`config.mk`:
```
export PLATFORM = sky130hd
export DESIGN_NAME = regfile_wb_arbiter_flat
export DESIGN_NICKNAME = d
export VERILOG_FILES = /design/src/rtl/regfile_wb_arbiter_if.sv /design/src/rtl/regfile_wb_arbiter.sv /design/src/flat_wrapper.sv
export SDC_FILE = /design/constraint.sdc
export NUM_CORES = 1
export LEC_CHECK = 0
export CAP_MARGIN = 25
export CORE_ASPECT_RATIO = 0.7
export CORE_MARGIN = 2
export CORE_UTILIZATION = 30
export CTS_BUF_LIST = sky130_fd_sc_hd__clkbuf_16
export CTS_CLUSTER_DIAMETER = 50
export DETAILED_ROUTE_END_ITERATION = 10
export GPL_ROUTABILITY_DRIVEN = 0
export SKIP_LAST_GASP = 1
export SYNTH_ARGS = -nofsm -noshare
export SYNTH_HDL_FRONTEND = slang
export SYNTH_SLANG_ARGS = --single-unit
export TNS_END_PERCENT = 20
```
`constraint.sdc`:
```
create_clock -name clk -period 8.8 [get_ports clk]
set_input_delay 0.88 -clock clk [delete_from_list [all_inputs] [get_ports clk]]
set_output_delay 0.88 -clock clk [all_outputs]
set_load 0.05 [all_outputs]
```
`src/rtl/regfile_wb_arbiter_if.sv`:
```
// rtl/regfile_wb_arbiter_if.sv - writeback request, scoreboard query and regfile write bundle
interface regfile_wb_arbiter_if #(
   parameter int NREQ       = 3,
   parameter int DATA_SIZE  = 32,
   parameter int SELEC_SIZE = 5
);
   logic [NREQ-1:0]            req_valid;
   logic [NREQ*SELEC_SIZE-1:0] req_rd;
   logic [NREQ*DATA_SIZE-1:0]  req_data;
   logic [NREQ-1:0]            req_ready;
   logic                       claim_valid;
   logic [SELEC_SIZE-1:0]      claim_rd;
   logic [SELEC_SIZE-1:0]      query_rs;
   logic [SELEC_SIZE-1:0]      query_rt;
   logic                       busy_s;
   logic                       busy_t;
   logic [SELEC_SIZE-1:0]      wr_rd;
   logic [DATA_SIZE-1:0]       wr_data;
   logic                       wr_we;

   modport master (
      output req_valid, req_rd, req_data, claim_valid, claim_rd, query_rs, query_rt,
      input  req_ready, busy_s, busy_t, wr_rd, wr_data, wr_we
   );

   modport slave (
      input  req_valid, req_rd, req_data, claim_valid, claim_rd, query_rs, query_rt,
      output req_ready, busy_s, busy_t, wr_rd, wr_data, wr_we
   );
endinterface

```
`src/rtl/regfile_wb_arbiter.sv`:
```
// rtl/regfile_wb_arbiter.sv - round-robin regfile write-port arbiter with pending-write scoreboard
module regfile_wb_arbiter #(
   parameter int NREQ       = 3,
   parameter int DATA_SIZE  = 32,
   parameter int SELEC_SIZE = 5,
   parameter int ADDRESSES  = 32
) (
   input  logic                   clk,
   input  logic                   rst_n,
   regfile_wb_arbiter_if.slave    bus
);
   localparam int PTR_W = $clog2(NREQ);

   logic [PTR_W-1:0]      rr_ptr_q, rr_ptr_d;
   logic [PTR_W-1:0]      grant_idx;
   logic [PTR_W:0]        cand;
   logic                  grant_any;
   logic [NREQ-1:0]       grant;
   logic [SELEC_SIZE-1:0] sel_rd;
   logic [DATA_SIZE-1:0]  sel_data;

   logic                  wr_we_q, wr_we_d;
   logic [SELEC_SIZE-1:0] wr_rd_q, wr_rd_d;
   logic [DATA_SIZE-1:0]  wr_data_q, wr_data_d;
   logic [ADDRESSES-1:0]  sb_q, sb_d;

   // Walk the requesters starting at the pointer; the first valid one wins.
   always_comb begin
      grant_any = 1'b0;
      grant_idx = '0;
      cand      = '0;
      for (int k = 0; k < NREQ; k++) begin
         cand = {1'b0, rr_ptr_q} + (PTR_W+1)'(k);
         if (cand >= (PTR_W+1)'(NREQ)) begin
            cand = cand - (PTR_W+1)'(NREQ);
         end
         if (!grant_any && bus.req_valid[cand[PTR_W-1:0]]) begin
            grant_any = 1'b1;
            grant_idx = cand[PTR_W-1:0];
         end
      end
   end

   assign grant         = grant_any ? (NREQ'(1) << grant_idx) : '0;
   assign bus.req_ready = rst_n ? grant : '0;
   assign sel_rd        = bus.req_rd[grant_idx*SELEC_SIZE +: SELEC_SIZE];
   assign sel_data      = bus.req_data[grant_idx*DATA_SIZE +: DATA_SIZE];

   always_comb begin
      rr_ptr_d = rr_ptr_q;
      if (grant_any) begin
         rr_ptr_d = (grant_idx == PTR_W'(NREQ-1)) ? '0 : grant_idx + 1'b1;
      end
   end

   // A grant to r0 still completes the handshake but never reaches the regfile.
   always_comb begin
      wr_we_d   = grant_any && (sel_rd != '0);
      wr_rd_d   = wr_rd_q;
      wr_data_d = wr_data_q;
      if (wr_we_d) begin
         wr_rd_d   = sel_rd;
         wr_data_d = sel_data;
      end
   end

   // Clear first so a same-edge claim of the retiring register keeps it pending.
   always_comb begin
      sb_d = sb_q;
      if (wr_we_q && ({1'b0, wr_rd_q} < (SELEC_SIZE+1)'(ADDRESSES))) begin
         sb_d[wr_rd_q] = 1'b0;
      end
      if (bus.claim_valid && (bus.claim_rd != '0) &&
          ({1'b0, bus.claim_rd} < (SELEC_SIZE+1)'(ADDRESSES))) begin
         sb_d[bus.claim_rd] = 1'b1;
      end
      sb_d[0] = 1'b0;
   end

   always_ff @(posedge clk or negedge rst_n) begin
      if (!rst_n) begin
         rr_ptr_q  <= '0;
         wr_we_q   <= 1'b0;
         wr_rd_q   <= '0;
         wr_data_q <= '0;
         sb_q      <= '0;
      end else begin
         rr_ptr_q  <= rr_ptr_d;
         wr_we_q   <= wr_we_d;
         wr_rd_q   <= wr_rd_d;
         wr_data_q <= wr_data_d;
         sb_q      <= sb_d;
      end
   end

   assign bus.busy_s  = ({1'b0, bus.query_rs} < (SELEC_SIZE+1)'(ADDRESSES)) ? sb_q[bus.query_rs] : 1'b0;
   assign bus.busy_t  = ({1'b0, bus.query_rt} < (SELEC_SIZE+1)'(ADDRESSES)) ? sb_q[bus.query_rt] : 1'b0;
   assign bus.wr_we   = wr_we_q;
   assign bus.wr_rd   = wr_rd_q;
   assign bus.wr_data = wr_data_q;
endmodule

```
`src/flat_wrapper.sv`:
```
// flat-port wrapper written by rule: the top's interface ports become plain ports
module regfile_wb_arbiter_flat 
#(
   parameter int NREQ       = 3,
   parameter int DATA_SIZE  = 32,
   parameter int SELEC_SIZE = 5,
   parameter int ADDRESSES  = 32
)
  (clk, rst_n, bus_req_valid, bus_req_rd, bus_req_data, bus_claim_valid, bus_claim_rd, bus_query_rs, bus_query_rt, bus_req_ready, bus_busy_s, bus_busy_t, bus_wr_rd, bus_wr_data, bus_wr_we);
  regfile_wb_arbiter_if #(.NREQ(NREQ), .DATA_SIZE(DATA_SIZE), .SELEC_SIZE(SELEC_SIZE)) bus_i ();
  input  logic clk;
  input  logic rst_n;
  input wire logic [$bits(bus_i.req_valid)-1:0] bus_req_valid;
  input wire logic [$bits(bus_i.req_rd)-1:0] bus_req_rd;
  input wire logic [$bits(bus_i.req_data)-1:0] bus_req_data;
  input wire logic [$bits(bus_i.claim_valid)-1:0] bus_claim_valid;
  input wire logic [$bits(bus_i.claim_rd)-1:0] bus_claim_rd;
  input wire logic [$bits(bus_i.query_rs)-1:0] bus_query_rs;
  input wire logic [$bits(bus_i.query_rt)-1:0] bus_query_rt;
  output wire logic [$bits(bus_i.req_ready)-1:0] bus_req_ready;
  output wire logic [$bits(bus_i.busy_s)-1:0] bus_busy_s;
  output wire logic [$bits(bus_i.busy_t)-1:0] bus_busy_t;
  output wire logic [$bits(bus_i.wr_rd)-1:0] bus_wr_rd;
  output wire logic [$bits(bus_i.wr_data)-1:0] bus_wr_data;
  output wire logic [$bits(bus_i.wr_we)-1:0] bus_wr_we;
  assign bus_i.req_valid = bus_req_valid;
  assign bus_i.req_rd = bus_req_rd;
  assign bus_i.req_data = bus_req_data;
  assign bus_i.claim_valid = bus_claim_valid;
  assign bus_i.claim_rd = bus_claim_rd;
  assign bus_i.query_rs = bus_query_rs;
  assign bus_i.query_rt = bus_query_rt;
  assign bus_req_ready = bus_i.req_ready;
  assign bus_busy_s = bus_i.busy_s;
  assign bus_busy_t = bus_i.busy_t;
  assign bus_wr_rd = bus_i.wr_rd;
  assign bus_wr_data = bus_i.wr_data;
  assign bus_wr_we = bus_i.wr_we;
  regfile_wb_arbiter #(.NREQ(NREQ), .DATA_SIZE(DATA_SIZE), .SELEC_SIZE(SELEC_SIZE), .ADDRESSES(ADDRESSES)) u_core (.clk(clk), .rst_n(rst_n), .bus(bus_i));
endmodule
```
; ---- Word-level counts from Yosys, hierarchy flattened
; Index checks and enable logic that the tools add are counted.
[totals]
regBits = 71
in_bits = 132
out_inout_bits = 43
elab_cells = 69
[op_classes]
add_sub_neg = 6
n_mul = 1
magnitude_cmp = 12
n_eq_ne = 1
n_shift = 3
mux = 28
n_bitwise = 3
n_reduce_logical = 10
[ops]
columns = operator, n
row1 = 96-bit by 8-bit indexed part select with 32-bit output, 1
row2 = 32-bit two-way mux, 2
row3 = 32-bit AND, 1
row4 = 32-bit inverter, 1
row5 = 32-bit OR, 1
row6 = "5-bit by 6-bit < comparator with 1-bit output, second input constant", 4
row7 = 15-bit by 6-bit indexed part select with 5-bit output, 1
row8 = 2-bit two-way mux, 7
row9 = 1-bit binary-select mux with 5-bit select, 2
row10 = 1-bit demux with 5-bit select, 2
row11 = "5-bit by 1-bit >= comparator with 1-bit output, second input constant", 2
row12 = 1-bit two-way mux, 10
row13 = 5-bit nonzero test, 2
row14 = "2-bit by 3-bit < comparator with 1-bit output, second input constant", 3
row15 = 1-bit binary-select mux with 2-bit select, 3
row16 = "3-bit by 2-bit >= comparator with 1-bit output, second input constant", 2
row17 = 1-bit logical AND, 6
row18 = 3-bit two-way mux, 2
row19 = "2-bit subtractor, second input constant", 3
row20 = "2-bit by 3-bit multiplier with 5-bit output, second input constant", 1
row21 = "2-bit by 1-bit adder with 3-bit output, second input constant", 1
row22 = "2-bit by 2-bit adder with 3-bit output, second input constant", 1
row23 = "1-bit by 2-bit left shift with 3-bit output, first input constant", 1
row24 = "2-bit by 1-bit adder with 2-bit output, second input constant", 1
row25 = other kinds (3), 4

; ---- Longest topological paths before layout
; Gate-level depths: netlist (run 1).
[logic_depth]
depth_word = 15
mapped_depth = 12
mapped_depth_nobuf = 8

; ---- Least setup slack after synthesis (run 1)
; OpenSTA, ideal clock, no wires.
[synth_path]
kind = input port to output port
start = in bus_req_valid[1]
end = out bus_req_ready[0]
arrival_time_ps = 3154
t_required_ps = 7920
path_slack_ps = 4766
cell_stages = 5
path_buffers = 1
path_cell_list = mux2i_2 o311a_1 a211oi_2 buf_2 nor4_1
[synth_between]
elab_chain_cells = 12
elab_cells_between_ends = 19
classes_between = shift (1) / mux (14) / reduce/logical (4)
[synth_lines]
columns = item, line
row1 = from (decl), flat_wrapper.sv:13  ; input wire logic [$bits(bus_i.req_valid)-1:0] bus_req_valid;
row2 = 1-bit binary-select mux with 2-bit select, regfile_wb_arbiter.sv:37  ; if (!grant_any && bus.req_valid[cand[PTR_W-1:0]]) begin
row3 = 1-bit two-way mux (implied by the code), regfile_wb_arbiter.sv:37
row4 = 1-bit two-way mux, regfile_wb_arbiter.sv:37
row5 = 1-bit logical NOT, regfile_wb_arbiter.sv:37
row6 = 1-bit logical AND, regfile_wb_arbiter.sv:37
row7 = 1-bit two-way mux, regfile_wb_arbiter.sv:37
row8 = 1-bit logical NOT, regfile_wb_arbiter.sv:37
row9 = 1-bit logical AND, regfile_wb_arbiter.sv:37
row10 = 2-bit two-way mux, regfile_wb_arbiter.sv:37
row11 = 1-bit by 2-bit left shift with 3-bit output, regfile_wb_arbiter.sv:44  ; assign grant = grant_any ? (NREQ'(1) << grant_idx) : '0;
row12 = 3-bit two-way mux (*), regfile_wb_arbiter.sv:44
row13 = 3-bit two-way mux (*), regfile_wb_arbiter.sv:45  ; assign bus.req_ready = rst_n ? grant : '0;
row14 = to (decl), flat_wrapper.sv:20  ; output wire logic [$bits(bus_i.req_ready)-1:0] bus_req_ready;
; Every way passes the cells marked *; elsewhere a longest branch is shown, timed or not. The select of a mux whose other input is x is not followed.

; ---- Worst setup path in the final report (run 1)
[layout_path]
start = in bus_req_valid[1]
end = out bus_req_ready[1]
; The elaborated chain is that of the path after synthesis.

==> impl_metrics.ini, run 1 <==
[setup_path]
cpPeakStageDelay_ns = 0.81
crit_path_top_delay_cell = clkdlybuf4s50_1
critPathMostFrequentCell = clkdlybuf4s50_1
arrival_ns = 3.75
cpLargestDelayFamily = buffers and inverters
startpoint_type = input pin
crit_required_ns = 7.92
r2r_setup_slack_ns = 4.76
cp_cell_sequence = clkdlybuf4s50_1 > mux2i_2 > mux2i_4 > a311oi_2 > nor2_1 > and4_1 > clkdlybuf4s50_1
critPathBufInv = 2
worstSetupPathType = in2out
path_max_fanout = 11
cp-end-kind = output port

[power_and_ir_drop]
intPower_w = 0.00151
power.density_mw_per_mm2 = 442
total_leakage_power_nw = 2.49
ir_drop_uv = 205
p_clk_share_pct = 13.7
p_sw_w = 0.00136
p_seq_share_pct = 23.2
p_sw_share_pct = 47.4
combinationalPowerShare_pct = 63.0

[clock_tree]
clockBufferDepth = 2
holdBufCountCts = 0
clock_sinks = 71
cts_tree = done
cts-root-buf = clkbuf_16
h-tree-depth = 3
clkTransAtPathRegs_ns = 0.06
postCtsSetupRepairBufs = 0
ctsResizeCount = 0
clk_latency_ns = 0.33
cts_buffers = 9

[finish]
syn_to_final_growth_pct = 50.6
drive_gt1_share_pct = 10.6
antenna_cells = 0
stdcell_area_mm2 = 0.00650
instances_no_fill = 749
fin_nets = 690
n_fill_cell = 1282

[sta]
finalMaxSlewViolations = 0
setup_viol = 0
fin_crit_sh_pct = 52.6
layout_min_cycle_time_ns = 4.63
finalSetupTns_ns = 0
fmax_mhz = 216
slew_headroom_pct = 38.4
rsz0062_at_grt = false
hold_viol_final = 0
worst_slew_pin_slew_ns = 0.924
clock_skew_ns = 0.00676

[placement]
dpl_cell_area_mm2 = 0.00617
io_buffer_count = 174
dp_hpwl_um = 10300
dp_cells = 733

[routing]
wl_per_cell_um = 18.6
met3_length_um = 1170
met1Wirelength_um = 6200
drtAntennaViolNets = 0
via_per_inst = 5.38
routed.top_layer = met4
via_count = 4033
totalWireLength_um = 13900
drtIter0Drc = 246
wl_met2_um = 6330
drc = 0
dr.pass1.iters = 5

[synthesis]
ys_warn_count = 0
async_reset_ff_share_pct = 100
synth_seq_cells = 71
ys_seq_area_share_pct = 41.2
synth_fp_nets = 528
synth_area_mm2 = 0.00431
netlist_instances = 392
synth_edf_count = 0
syn_avg_cell_area_um2 = 11.0
synth_cell_types = 42
synth_ff_type = dfrtp_1

[global_routing]
grt_pass1_wl_um = 22200
grt.total_usage_pct = 18.1
grt_overflow = 0
antenna_found_initial = 0
grt_pass1_vias = 4125
grt_max_degree = 74

[die]
core_mm2 = 0.0140
dieHeight_um = 104
die_area_mm2 = 0.0154
row_count = 36
num_io_pins = 175
start_util_pct = 30.9
die_w_um = 147

[run_status]
status = completed

[hold_path]
hp-class = reg2reg

[job]
cap_violations = 0
final timing paths:
path / start / cells after the start / to
setup / recovery: bus_req_valid[1] / 7 / bus_req_ready[1]
hold / removal: u_core.bus.wr_data[22] / 1 / u_core.bus.wr_data[22]
setup reg to reg: u_core.rr_ptr_q[0] / 10 / u_core.bus.wr_data[6]
hold reg to reg: u_core.bus.wr_data[22] / 1 / u_core.bus.wr_data[22]
max in group asynchronous: rst_n / 2 / u_core.bus.wr_data[6]
min in group asynchronous: rst_n / 2 / u_core.sb_q[4]
stage by stage:
step           utilization (%)  hold WS (ns)  setup WS [ns]  power, W
4_1_cts                   46.5         0.515           4.13   0.00288
3_5_place_dp              44.2         0.498           4.15   0.00247
6_report                  46.5         0.511           4.17   0.00287
5_1_grt                   46.5         0.524           3.92   0.00305
2_1_floorplan                -         0.481           4.77   0.00198
3_3_place_gp              44.2         0.497           4.20   0.00245
cells by family after synthesis:
family          share of synthesized area, %
compound gates                          18.6
simple gates                            12.4
mux                                     22.4
flops                                   41.2
buf+inv                                 4.24
fa+ha+maj                               1.16
area by class of cell:
type                       count  area (um^2)  area share, %
clock buffer                   9          225           3.47
tap                          190          238           3.66
sequential                    71         1780           27.3
timing repair buffer         179         1770           27.3
inverter                       6         22.5          0.347
multi-input combinational    287         2360           36.4
clock inverter                 7         96.3           1.48
cell usage after synthesis (2+ instances only):
library cell / count / share of area [%]
inv_1: 3 / 0.26
inv_2: 3 / 0.26
a211o_1: 2 / 0.41
o2bb2ai_1: 4 / 0.81
mux2i_1: 41 / 9.5
nand3b_1: 13 / 2.3
mux4_2: 18 / 9.4
or4_1: 3 / 0.52
or3b_2: 5 / 1.0
buf_2: 11 / 1.3
o21ai_0: 68 / 7.9
clkbuf_1: 10 / 0.87
nor3_1: 32 / 3.7
ha_1: 4 / 1.2
nand2b_1: 4 / 0.58
or3_1: 4 / 0.58
mux2_2: 5 / 1.3
nand2_1: 9 / 0.78
dfrtp_1: 71 / 41
o21ai_1: 2 / 0.23
mux2_1: 5 / 1.3
a21oi_1: 2 / 0.23
a221o_1: 32 / 7.4
and4_1: 2 / 0.41
nand3_1: 4 / 0.46
nor2_1: 15 / 1.3
buf_6: 5 / 1.3
placed cells by master (no fill, tap or decap), types with 5 or more instances in the layout:
| cell | Yosys | routed |
|---|---|---|
| a221o_1 | 32 | 32 |
| clkbuf_16 | 0 | 9 |
| or3b_2 | 5 | 5 |
| nor2_1 | 15 | 14 |
| nor3_1 | 32 | 32 |
| mux2_1 | 5 | 5 |
| mux2_2 | 5 | 5 |
| dfrtp_1 | 71 | 71 |
| clkdlybuf4s50_1 | 0 | 173 |
| nand2_1 | 9 | 9 |
| mux4_2 | 18 | 18 |
| nand3b_1 | 13 | 13 |
| buf_4 | 1 | 5 |
| mux2i_1 | 41 | 41 |
| o21ai_0 | 68 | 68 |
power by group through the flow:
stage          sequential [W]  clock [W]  combinational [W]
2_1_floorplan        0.000916          0            0.00107
3_3_place_gp         0.000662          0            0.00179
3_5_place_dp         0.000659          0            0.00181
4_1_cts              0.000659   0.000401            0.00182
5_1_grt              0.000685   0.000422            0.00195
6_report             0.000667   0.000395            0.00181
flip-flops by register name (all words and copies together) (netlist names):
signal and flops:
u_core.sb_q 31, u_core.bus.wr_we 1, u_core.bus.wr_rd 5, u_core.bus.wr_data 32, u_core.rr_ptr_q 2
routing by layer:
metal / vias to the layer above / GRT usage [%]
li1: 1861 / -
met1: 1968 / 24.6
met2: 188 / 27.9
met3: 16 / 5.13
met4: 0 / 5.70
met5: - / 0
Note: power is estimated with default switching activity, not from simulation.
==> run 2: changes to the inputs <==
Clock period 8.8 ns to 4.1 ns, I/O delays scaled along.
==> run 2 against run 1 <==
Clock power grew 110%. Sequential cell count stayed put. Sequential power is 120% higher. Routed wire length up 2.6%. Final cell count down 0.13%. Die area did not move. Clock skew decreased by 0.0018 ns. Critical endpoint unchanged. Highest routed layer unchanged.
==> impl_metrics.ini, run 2 (synthesized netlist as in run 1, its figures left out) <==
[job]
cap_violations = 0

[finish]
largest_reg_flops = 32
instances_no_fill = 748
fin_nets = 691
final_common_cell = clkdlybuf4s50_1
syn_to_final_growth_pct = 50.4
final_core_util_pct = 46.5
drive_gt1_share_pct = 10.6
final_cell_mix = clkdlybuf4s50_1 (173), dfrtp_1 (71), o21ai_0 (68), mux2i_1 (41)
antenna_cells = 0

[setup_path]
startpoint_type = register
arrival_ns = 3.40
path_max_fanout = 11
cp_cell_sequence = inv_1 > ha_1 > mux2i_1 > o21a_2 > a311oi_2 > nor2_2 > and4_1 > clkdlybuf4s50_1
worstSetupPathType = reg2out
cp-end-kind = output port
cpPeakStageDelay_ns = 0.81
r2r-start = u_core.rr_ptr_q[0]
critPathLaunch = u_core.rr_ptr_q[1]
crit_required_ns = 3.69
crit_path_top_delay_cell = clkdlybuf4s50_1

[power_and_ir_drop]
total_leakage_power_nw = 2.49
power_w = 0.00614
p_sw_w = 0.00290
p_clk_share_pct = 13.2
power.density_mw_per_mm2 = 947
p_sw_share_pct = 47.2
ir_drop_uv = 579
combinationalPowerShare_pct = 63.4
intPower_w = 0.00324
p_seq_share_pct = 23.4

[global_routing]
grt_pass1_vias = 4256
antenna_found_initial = 0
grt.total_usage_pct = 18.6
grt_overflow = 0
grt_max_degree = 72
grt_pass1_wl_um = 22800

[sta]
clock_skew_ns = 0.00495
fin_crit_sh_pct = 92.9
hold_viol_final = 0
layout_min_cycle_time_ns = 3.81
finalSetupTns_ns = 0
rsz0062_at_grt = false
fmax_mhz = 263
finalMaxSlewViolations = 0
worst_slew_pin_slew_ns = 0.921
setup_viol = 0
final.setup.worst_slack_ns = 0.293
slew_headroom_pct = 38.6

[clock_tree]
cts_buffers = 9
cts_tree = done
clkTransAtPathRegs_ns = 0.06
cts-root-buf = clkbuf_16
clk_latency_ns = 0.33
h-tree-depth = 3
clock_sinks = 71
postCtsSetupRepairBufs = 0
clockBufferDepth = 2

[placement]
dp_slack_ns = 0.390
dp_hpwl_um = 10700
dp_cells = 734
io_buffer_count = 174

[routing]
via_count = 4100
drtIter0Drc = 266
totalWireLength_um = 14300
via_per_inst = 5.48
dr.pass1.iters = 5
drtAntennaViolNets = 0
wl_per_cell_um = 19.1
drc = 0

[die]
row_count = 36
start_util_pct = 30.9
die_w_um = 147
core_mm2 = 0.0140
die_area_mm2 = 0.0154
dieHeight_um = 104
num_io_pins = 175

[hold_path]
hp-class = in2async

[run_status]
status = completed
==> run 2: timing repair <==
action,in CTS,in global routing
setup endpoints to repair,0,1
hold buffers,0,0
gates resized for setup,0,1
==> run 2: critical path: cells and delay by family (launching register included) <==
family                     cells  cell delay (ns)
AOI/OAI and AO/OA              2             0.32
adders and majority gates      1             0.38
buffers and inverters          2             0.91
DFF                            1             0.40
muxes                          1             0.33
and+or+nand+nor                2             0.73
==> run 2: metal layers <==
layer	GRT usage, %	up-vias	part of all wire, %
li1	-	1862	-
met1	25.5	2022	43
met2	29.4	198	47
met3	4.47	18	8.0
met4	5.63	0	1.5
met5	0	-	0
==> run 2: power groups by stage <==
stage / logic, W / registers, W / clock network (W)
6_report: 0.00389 / 0.00144 / 0.000813
5_1_grt: 0.00417 / 0.00148 / 0.000862
4_1_cts: 0.00390 / 0.00142 / 0.000835
3_3_place_gp: 0.00386 / 0.00142 / 0
2_1_floorplan: 0.00229 / 0.00197 / 0
3_5_place_dp: 0.00390 / 0.00142 / 0
==> run 2: final cells by class <==
| cell class | instances | area, um^2 |
|---|---|---|
| clock buffers | 9 | 225 |
| clock inverters | 5 | 76.3 |
| fillers | 1290 | 7480 |
| inverters | 6 | 22.5 |
| multi-input cells | 287 | 2370 |
| flip-flops and latches | 71 | 1780 |
| well taps | 190 | 238 |
| repair buffers | 180 | 1780 |
==> run 2: final timing paths <==
path                       cells after the start  slack (ns)                endpoint
max in group asynchronous                      2        3.15  u_core.bus.wr_data[26]
min in group clk                               1        0.51  u_core.bus.wr_data[30]
setup / recovery                               8        0.29        bus_req_ready[1]
setup reg to reg                               9        0.55   u_core.bus.wr_data[2]
hold reg to reg                                1        0.51  u_core.bus.wr_data[30]
hold / removal                                 2        0.33          u_core.sb_q[1]
==> run 2: metrics by stage <==
step	area, um^2	hold WS (ns)
after global placement	6180	0.497
after CTS	6480	0.389
after floorplan	4310	0.114
after detailed placement	6180	0.493
final	6490	0.328
after global routing	6490	0.439
